`src/rtl/stopwatch_time_counter.sv`:
```
// BCD stopwatch time counter MM:SS.mmm driven by single-cycle 1 ms ticks.
// Optional lap-hold display is built when STOPWATCH_LAP_HOLD_EN is defined.
module stopwatch_time_counter #(
  parameter logic [3:0] RUN_STATE   = 4'd3,
  parameter logic [3:0] CLEAR_STATE = 4'd1,
  parameter int         MAX_MINUTES = 59
) (
  input  logic       clk,
  input  logic       reset,
  input  logic [3:0] state,
  input  logic       oneMilliSecond,
`ifdef STOPWATCH_LAP_HOLD_EN
  input  logic       lap,
`endif
  output logic [3:0] ms_d0,
  output logic [3:0] ms_d1,
  output logic [3:0] ms_d2,
  output logic [3:0] sec_d0,
  output logic [3:0] sec_d1,
  output logic [3:0] min_d0,
  output logic [3:0] min_d1,
  output logic       rollover,
  output logic       overflowed
);

  localparam logic [3:0] MIN_TENS_MAX = 4'(MAX_MINUTES / 10);
  localparam logic [3:0] MIN_ONES_MAX = 4'(MAX_MINUTES % 10);

  // Live (internal) time digits.
  logic [3:0] msD0;
  logic [3:0] msD1;
  logic [3:0] msD2;
  logic [3:0] secD0;
  logic [3:0] secD1;
  logic [3:0] minD0;
  logic [3:0] minD1;

  logic clearReq;
  logic runTick;
  logic carryMs1;
  logic carryMs2;
  logic carrySec0;
  logic carrySec1;
  logic carryMin0;
  logic minAtMax;
  logic minOnesWrap;
  logic fullWrap;

  assign clearReq = (state == CLEAR_STATE);
  assign runTick  = (state == RUN_STATE) && oneMilliSecond;

  // Ripple of enables: each digit advances only when all lower digits are terminal.
  assign carryMs1  = runTick   && (msD0  == 4'd9);
  assign carryMs2  = carryMs1  && (msD1  == 4'd9);
  assign carrySec0 = carryMs2  && (msD2  == 4'd9);
  assign carrySec1 = carrySec0 && (secD0 == 4'd9);
  assign carryMin0 = carrySec1 && (secD1 == 4'd5);

  assign minAtMax    = (minD1 == MIN_TENS_MAX) && (minD0 == MIN_ONES_MAX);
  assign minOnesWrap = minAtMax || (minD0 == 4'd9);
  assign fullWrap    = carryMin0 && minAtMax;

  always_ff @(posedge clk) begin
    if (reset || clearReq) begin
      msD0       <= 4'd0;
      msD1       <= 4'd0;
      msD2       <= 4'd0;
      secD0      <= 4'd0;
      secD1      <= 4'd0;
      minD0      <= 4'd0;
      minD1      <= 4'd0;
      rollover   <= 1'b0;
      overflowed <= 1'b0;
    end else begin
      if (runTick) begin
        msD0 <= (msD0 == 4'd9) ? 4'd0 : msD0 + 4'd1;
      end
      if (carryMs1) begin
        msD1 <= (msD1 == 4'd9) ? 4'd0 : msD1 + 4'd1;
      end
      if (carryMs2) begin
        msD2 <= (msD2 == 4'd9) ? 4'd0 : msD2 + 4'd1;
      end
      if (carrySec0) begin
        secD0 <= (secD0 == 4'd9) ? 4'd0 : secD0 + 4'd1;
      end
      if (carrySec1) begin
        secD1 <= (secD1 == 4'd5) ? 4'd0 : secD1 + 4'd1;
      end
      // Minute pair wraps to 00 at MAX_MINUTES, otherwise ordinary BCD carry.
      if (carryMin0) begin
        minD0 <= minOnesWrap ? 4'd0 : minD0 + 4'd1;
      end
      if (carryMin0 && minOnesWrap) begin
        minD1 <= minAtMax ? 4'd0 : minD1 + 4'd1;
      end
      rollover   <= fullWrap;
      overflowed <= overflowed | fullWrap;
    end
  end

`ifdef STOPWATCH_LAP_HOLD_EN
  localparam logic [0:0] MODE_LIVE = 1'b0;
  localparam logic [0:0] MODE_SNAP = 1'b1;

  logic       lapQ;
  logic       lapRise;
  logic [0:0] dispMode;
  logic [3:0] snapMs0;
  logic [3:0] snapMs1;
  logic [3:0] snapMs2;
  logic [3:0] snapSec0;
  logic [3:0] snapSec1;
  logic [3:0] snapMin0;
  logic [3:0] snapMin1;

  assign lapRise = lap && !lapQ;

  always_ff @(posedge clk) begin
    if (reset) begin
      lapQ <= 1'b0;
    end else begin
      lapQ <= lap;
    end
  end

  // Snapshot captures the live time as it stands before this edge's update.
  always_ff @(posedge clk) begin
    if (reset || clearReq) begin
      dispMode <= MODE_LIVE;
      snapMs0  <= 4'd0;
      snapMs1  <= 4'd0;
      snapMs2  <= 4'd0;
      snapSec0 <= 4'd0;
      snapSec1 <= 4'd0;
      snapMin0 <= 4'd0;
      snapMin1 <= 4'd0;
    end else if (lapRise) begin
      if (dispMode == MODE_LIVE) begin
        dispMode <= MODE_SNAP;
        snapMs0  <= msD0;
        snapMs1  <= msD1;
        snapMs2  <= msD2;
        snapSec0 <= secD0;
        snapSec1 <= secD1;
        snapMin0 <= minD0;
        snapMin1 <= minD1;
      end else begin
        dispMode <= MODE_LIVE;
      end
    end
  end

  always_comb begin
    ms_d0  = msD0;
    ms_d1  = msD1;
    ms_d2  = msD2;
    sec_d0 = secD0;
    sec_d1 = secD1;
    min_d0 = minD0;
    min_d1 = minD1;
    if (dispMode == MODE_SNAP) begin
      ms_d0  = snapMs0;
      ms_d1  = snapMs1;
      ms_d2  = snapMs2;
      sec_d0 = snapSec0;
      sec_d1 = snapSec1;
      min_d0 = snapMin0;
      min_d1 = snapMin1;
    end
  end
`else
  assign ms_d0  = msD0;
  assign ms_d1  = msD1;
  assign ms_d2  = msD2;
  assign sec_d0 = secD0;
  assign sec_d1 = secD1;
  assign min_d0 = minD0;
  assign min_d1 = minD1;
`endif

endmodule

```
`config.mk`:
```
export PLATFORM = sky130hd
export DESIGN_NAME = stopwatch_time_counter
export DESIGN_NICKNAME = d
export VERILOG_FILES = /design/src/rtl/stopwatch_time_counter.sv
export SDC_FILE = /design/constraint.sdc
export NUM_CORES = 1
export LEC_CHECK = 0
export BUFFER_PORTS_ARGS = -buffer_cell sky130_fd_sc_hd__clkbuf_2
export CORE_ASPECT_RATIO = 1.1
export CORE_MARGIN = 8
export CORE_UTILIZATION = 32
export DETAILED_ROUTE_END_ITERATION = 7
export HOLD_SLACK_MARGIN = 0.08
export SLEW_MARGIN = 20
export SYNTH_ARGS = -nofsm -noshare
export SYNTH_HDL_FRONTEND = slang
export SYNTH_SLANG_ARGS = --single-unit
```
`constraint.sdc`:
```
create_clock -name clk -period 2.43 [get_ports clk]
set_input_delay 0.1215 -clock clk [delete_from_list [all_inputs] [get_ports clk]]
set_output_delay 0.1215 -clock clk [all_outputs]
set_load 0.1 [all_outputs]
```
==> key figures <==
Placed design
  • Routability cong.: 0.803
  • Port bufs: 36
  • HPWL after DPL: 3140 um

Logic synthesis
  • Synthesized area per cell: 8.29 um^2
  • Largest family of logic cells by synthesized area: simple AND/OR/NAND/NOR gates
  • Simple-gate share of the synthesized area: 35.0%
  • Yosys reg bits: 30
  • Synth cell types: 47
  • Cell Area, Synth: 1660 um^2
  • Ys async rst share: 0%
  • Mux cell area share after synthesis: 4.91%
  • Number of synthesized flops with an enable pin: 0
  • Post-synthesis cell count: 200
  • Synth Warn #: 0
  • Complex-gate fraction of the synthesized area: 15.8%
  • Syn_nets: 211
  • Post-synthesis xor/xnor area fraction: less than 1%
  • Part of the Yosys area used for sequential elements: 36.2%
  • Top_reg_cell synth: dfxtp_1
  • Post-synthesis adder-cell area fraction: 3.02%

Die
  • Die ar.: 7740 um^2
  • Initial cell density of the core: between 30% and 40%
  • Io pins: 37
  • Die X: 84.6 um
  • Rows: 27
  • Core area: 5000 um^2
  • DIE HEIGHT: 91.5 um

Clocking
  • Clk Latency, worst-skew pair: 0.28 ns
  • CTS Buffer Depth: 2
  • Root buffer cell: clkbuf_8
  • # clock sinks: 30
  • TritonCTS clock tree: yes
  • Htree depth: 2
  • CTS resizes: 0
  • CTS Buf Count: 5
  • Clock slew at reported path FFs: 0.07 ns

GRT
  • Largest net degree at the start of global routing: 28
  • Congestion Overflow GR: 0
  • Antenna violations before repair: 0
  • All-layer global routing usage: 11.6%
  • First-pass GRT wire length: 7310 um
  • Vias in the first global route: 1499

Finish
  • Ratio of cells with drive above 1 in the final layout: 26.9%
  • Multi-input logic area: 983 um^2
  • Fill cells: approximately 540
  • Nets: 252
  • Storage element area: slightly above 600 um^2
  • Synthesis-to-finish area growth: 22.7%
  • Ant diodes: 0

Outcome
  • Status: complete, no violations

Timing
  • Rel. slew slack: 59.9%
  • Setup Viol. Count Final: 0
  • Min Clock Period, post-route: 2.02 ns
  • Measured slew at the worst slew-check pin: 0.594 ns
  • Max Slew Vio Count: 0
  • RSZ-0062 raised after global routing: no
  • Clock Skew: 0.00504 ns
  • Tcrit/Tclk final: 83.2%
  • Final Hold Fails: 0
  • Setup TNS: 0 ns
  • Highest Clock Rate: 0.495 GHz

Setup path
  • WS Path Type: reg2reg
  • Crit path launch type: register
  • CP Capture Type: register
  • Crit path DAT: 2.20 ns
  • R2R setup slack: around 0.41 ns
  • Req. time, crit path: between 2 and 3 ns
  • Largest fanout on the critical path: 7

Route
  • Total routed wirelength: roughly 4300 um
  • Initial DRC count: 53
  • Drt wl/cell: approximately 14 um
  • Post-route ant nets: 0
  • DRC Markers: 0
  • First-pass DRT Iterations: 4
  • Total number of vias: 1566
  • Via-per-instance ratio: 5.22

Hold path
  • Hold crit path type: in2reg

Pwr
  • Maximum vdd ir drop: around 0.17 mV
  • Pleak: just under 0.8 nW
  • Pwr/cell area: between 400 and 500 nW/um^2
  • Total power: roughly 0.96 mW

Job
  • Max-cap violations: 0
-- kinds of logic after synthesis --
family	after synthesis
and+or+nand+nor	94
AOI/OAI and AO/OA	44
DFF	30
buffers and inverters	19
muxes	8
adders and majority gates	4
xor gates and xnor gates	1
-- state kept, by name (all words and copies together) (netlist names) --
signal / count
min_d0: 4
min_d1: 4
ms_d0: 4
ms_d1: 4
ms_d2: 4
overflowed: 1
rollover: 1
sec_d0: 4
sec_d1: 4
-- cell type report --
cell class | count | share of cell area [%]
inverters | 9 | 1.66
well taps | 58 | 3.57
clock inverters | 1 | 0.246
flip-flops and latches | 30 | 30.0
repair buffers | 44 | 11.9
multi-input cells | 151 | 48.3
clock buffers | 7 | 4.24
-- metrics by stage --
stage               utilization, %  hold WS, ns  setup slack (ns)  cells  instance area (um^2)
finish                        40.7        0.235             0.408    300                  2030
global route                  40.7        0.273             0.323    300                  2030
CTS                           40.7        0.235             0.404    300                  2030
detailed placement            38.7        0.354             0.416    291                  1930
global placement              38.7        0.347             0.448    291                  1930
floorplan                        -        0.194           -0.0106    200                  1670
-- critical path, stage by stage (launching register included) --
cell and delay [ns]:
dfxtp_1 0.36, or3b_1 0.39, or4_1 0.53, or3_1 0.38, a32o_1 0.25
-- power breakdown --
part	internal [mW]	total [mW]	leakage, nW	switching (mW)
sequential	0.492	0.492	0.246	0.000589
combinational	0.0146	0.0408	0.497	0.0262
clock	0.228	0.425	0.0482	0.197
total	0.735	0.958	0.791	0.224
-- repair_timing --
| item | in CTS | in global routing |
|---|---|---|
| buffers inserted | 0 | 0 |
| endpoints found under the hold margin | 1 | 0 |
| hold buffers | 1 | 0 |
-- layer usage --
metal | vias to the layer above | global-route usage, % | routed length (um)
met4 | 0 | 5.35 | 75
li1 | 817 | - | -
met1 | 711 | 14.0 | 2010
met5 | - | 0 | 0
met2 | 31 | 17.6 | 1890
met3 | 7 | 4.77 | 294
-- cell usage after synthesis, drive strengths merged (3+ instances only) --
cell type / number / area [um^2]
nand2: 17 / 63.8
ha: 4 / 50.1
nor3: 5 / 25.0
dfxtp: 30 / 601
a21oi: 19 / 95.1
or3: 11 / 68.8
nand3: 5 / 25.0
nand4bb: 3 / 38.8
nor2b: 7 / 43.8
clkbuf: 8 / 30.0
or4: 5 / 37.5
mux2i: 7 / 70.1
o31ai: 3 / 22.5
or2: 3 / 18.8
nand4: 5 / 37.5
and3: 4 / 25.0
nor4: 4 / 25.0
and3b: 3 / 26.3
or3b: 3 / 26.3
inv: 9 / 33.8
o21ai: 12 / 60.1
nor2: 9 / 33.8
-- path summary, 6_finish.rpt --
check | from | to | cells after the start
setup / recovery | sec_d1[1] | min_d1[2] | 4
hold / removal | oneMilliSecond | ms_d0[0] | 4
hold reg to reg | overflowed | overflowed | 2
setup reg to reg | sec_d1[1] | min_d1[2] | 4
-- cells in the final DEF, fill, tap and decap left out, types with 2 or more instances in the layout --
| cell type | netlist | layout |
|---|---|---|
| or3b_2 | 2 | 2 |
| or3_1 | 11 | 11 |
| nor4_1 | 4 | 4 |
| nor3b_1 | 2 | 2 |
| mux2i_1 | 7 | 7 |
| ha_1 | 4 | 4 |
| or4_1 | 5 | 5 |
| nand4bb_1 | 2 | 2 |
| o32ai_1 | 2 | 2 |
| nand3_1 | 5 | 5 |
| nand2_1 | 17 | 17 |
| a31oi_1 | 2 | 2 |
| and3_1 | 4 | 4 |
| clkbuf_8 | 0 | 6 |
| nor2_1 | 9 | 9 |
| o21ai_0 | 12 | 12 |
| buf_4 | 0 | 7 |
| clkbuf_2 | 0 | 36 |
| a21oi_1 | 19 | 19 |
| inv_1 | 9 | 9 |
| dfxtp_1 | 30 | 22 |
| nand4_1 | 4 | 4 |
| dfxtp_2 | 0 | 8 |
| nor2b_1 | 7 | 7 |
| nor3_1 | 5 | 5 |
| and3b_1 | 3 | 3 |
| o31ai_1 | 3 | 3 |
(Power assumes the default switching activity.)
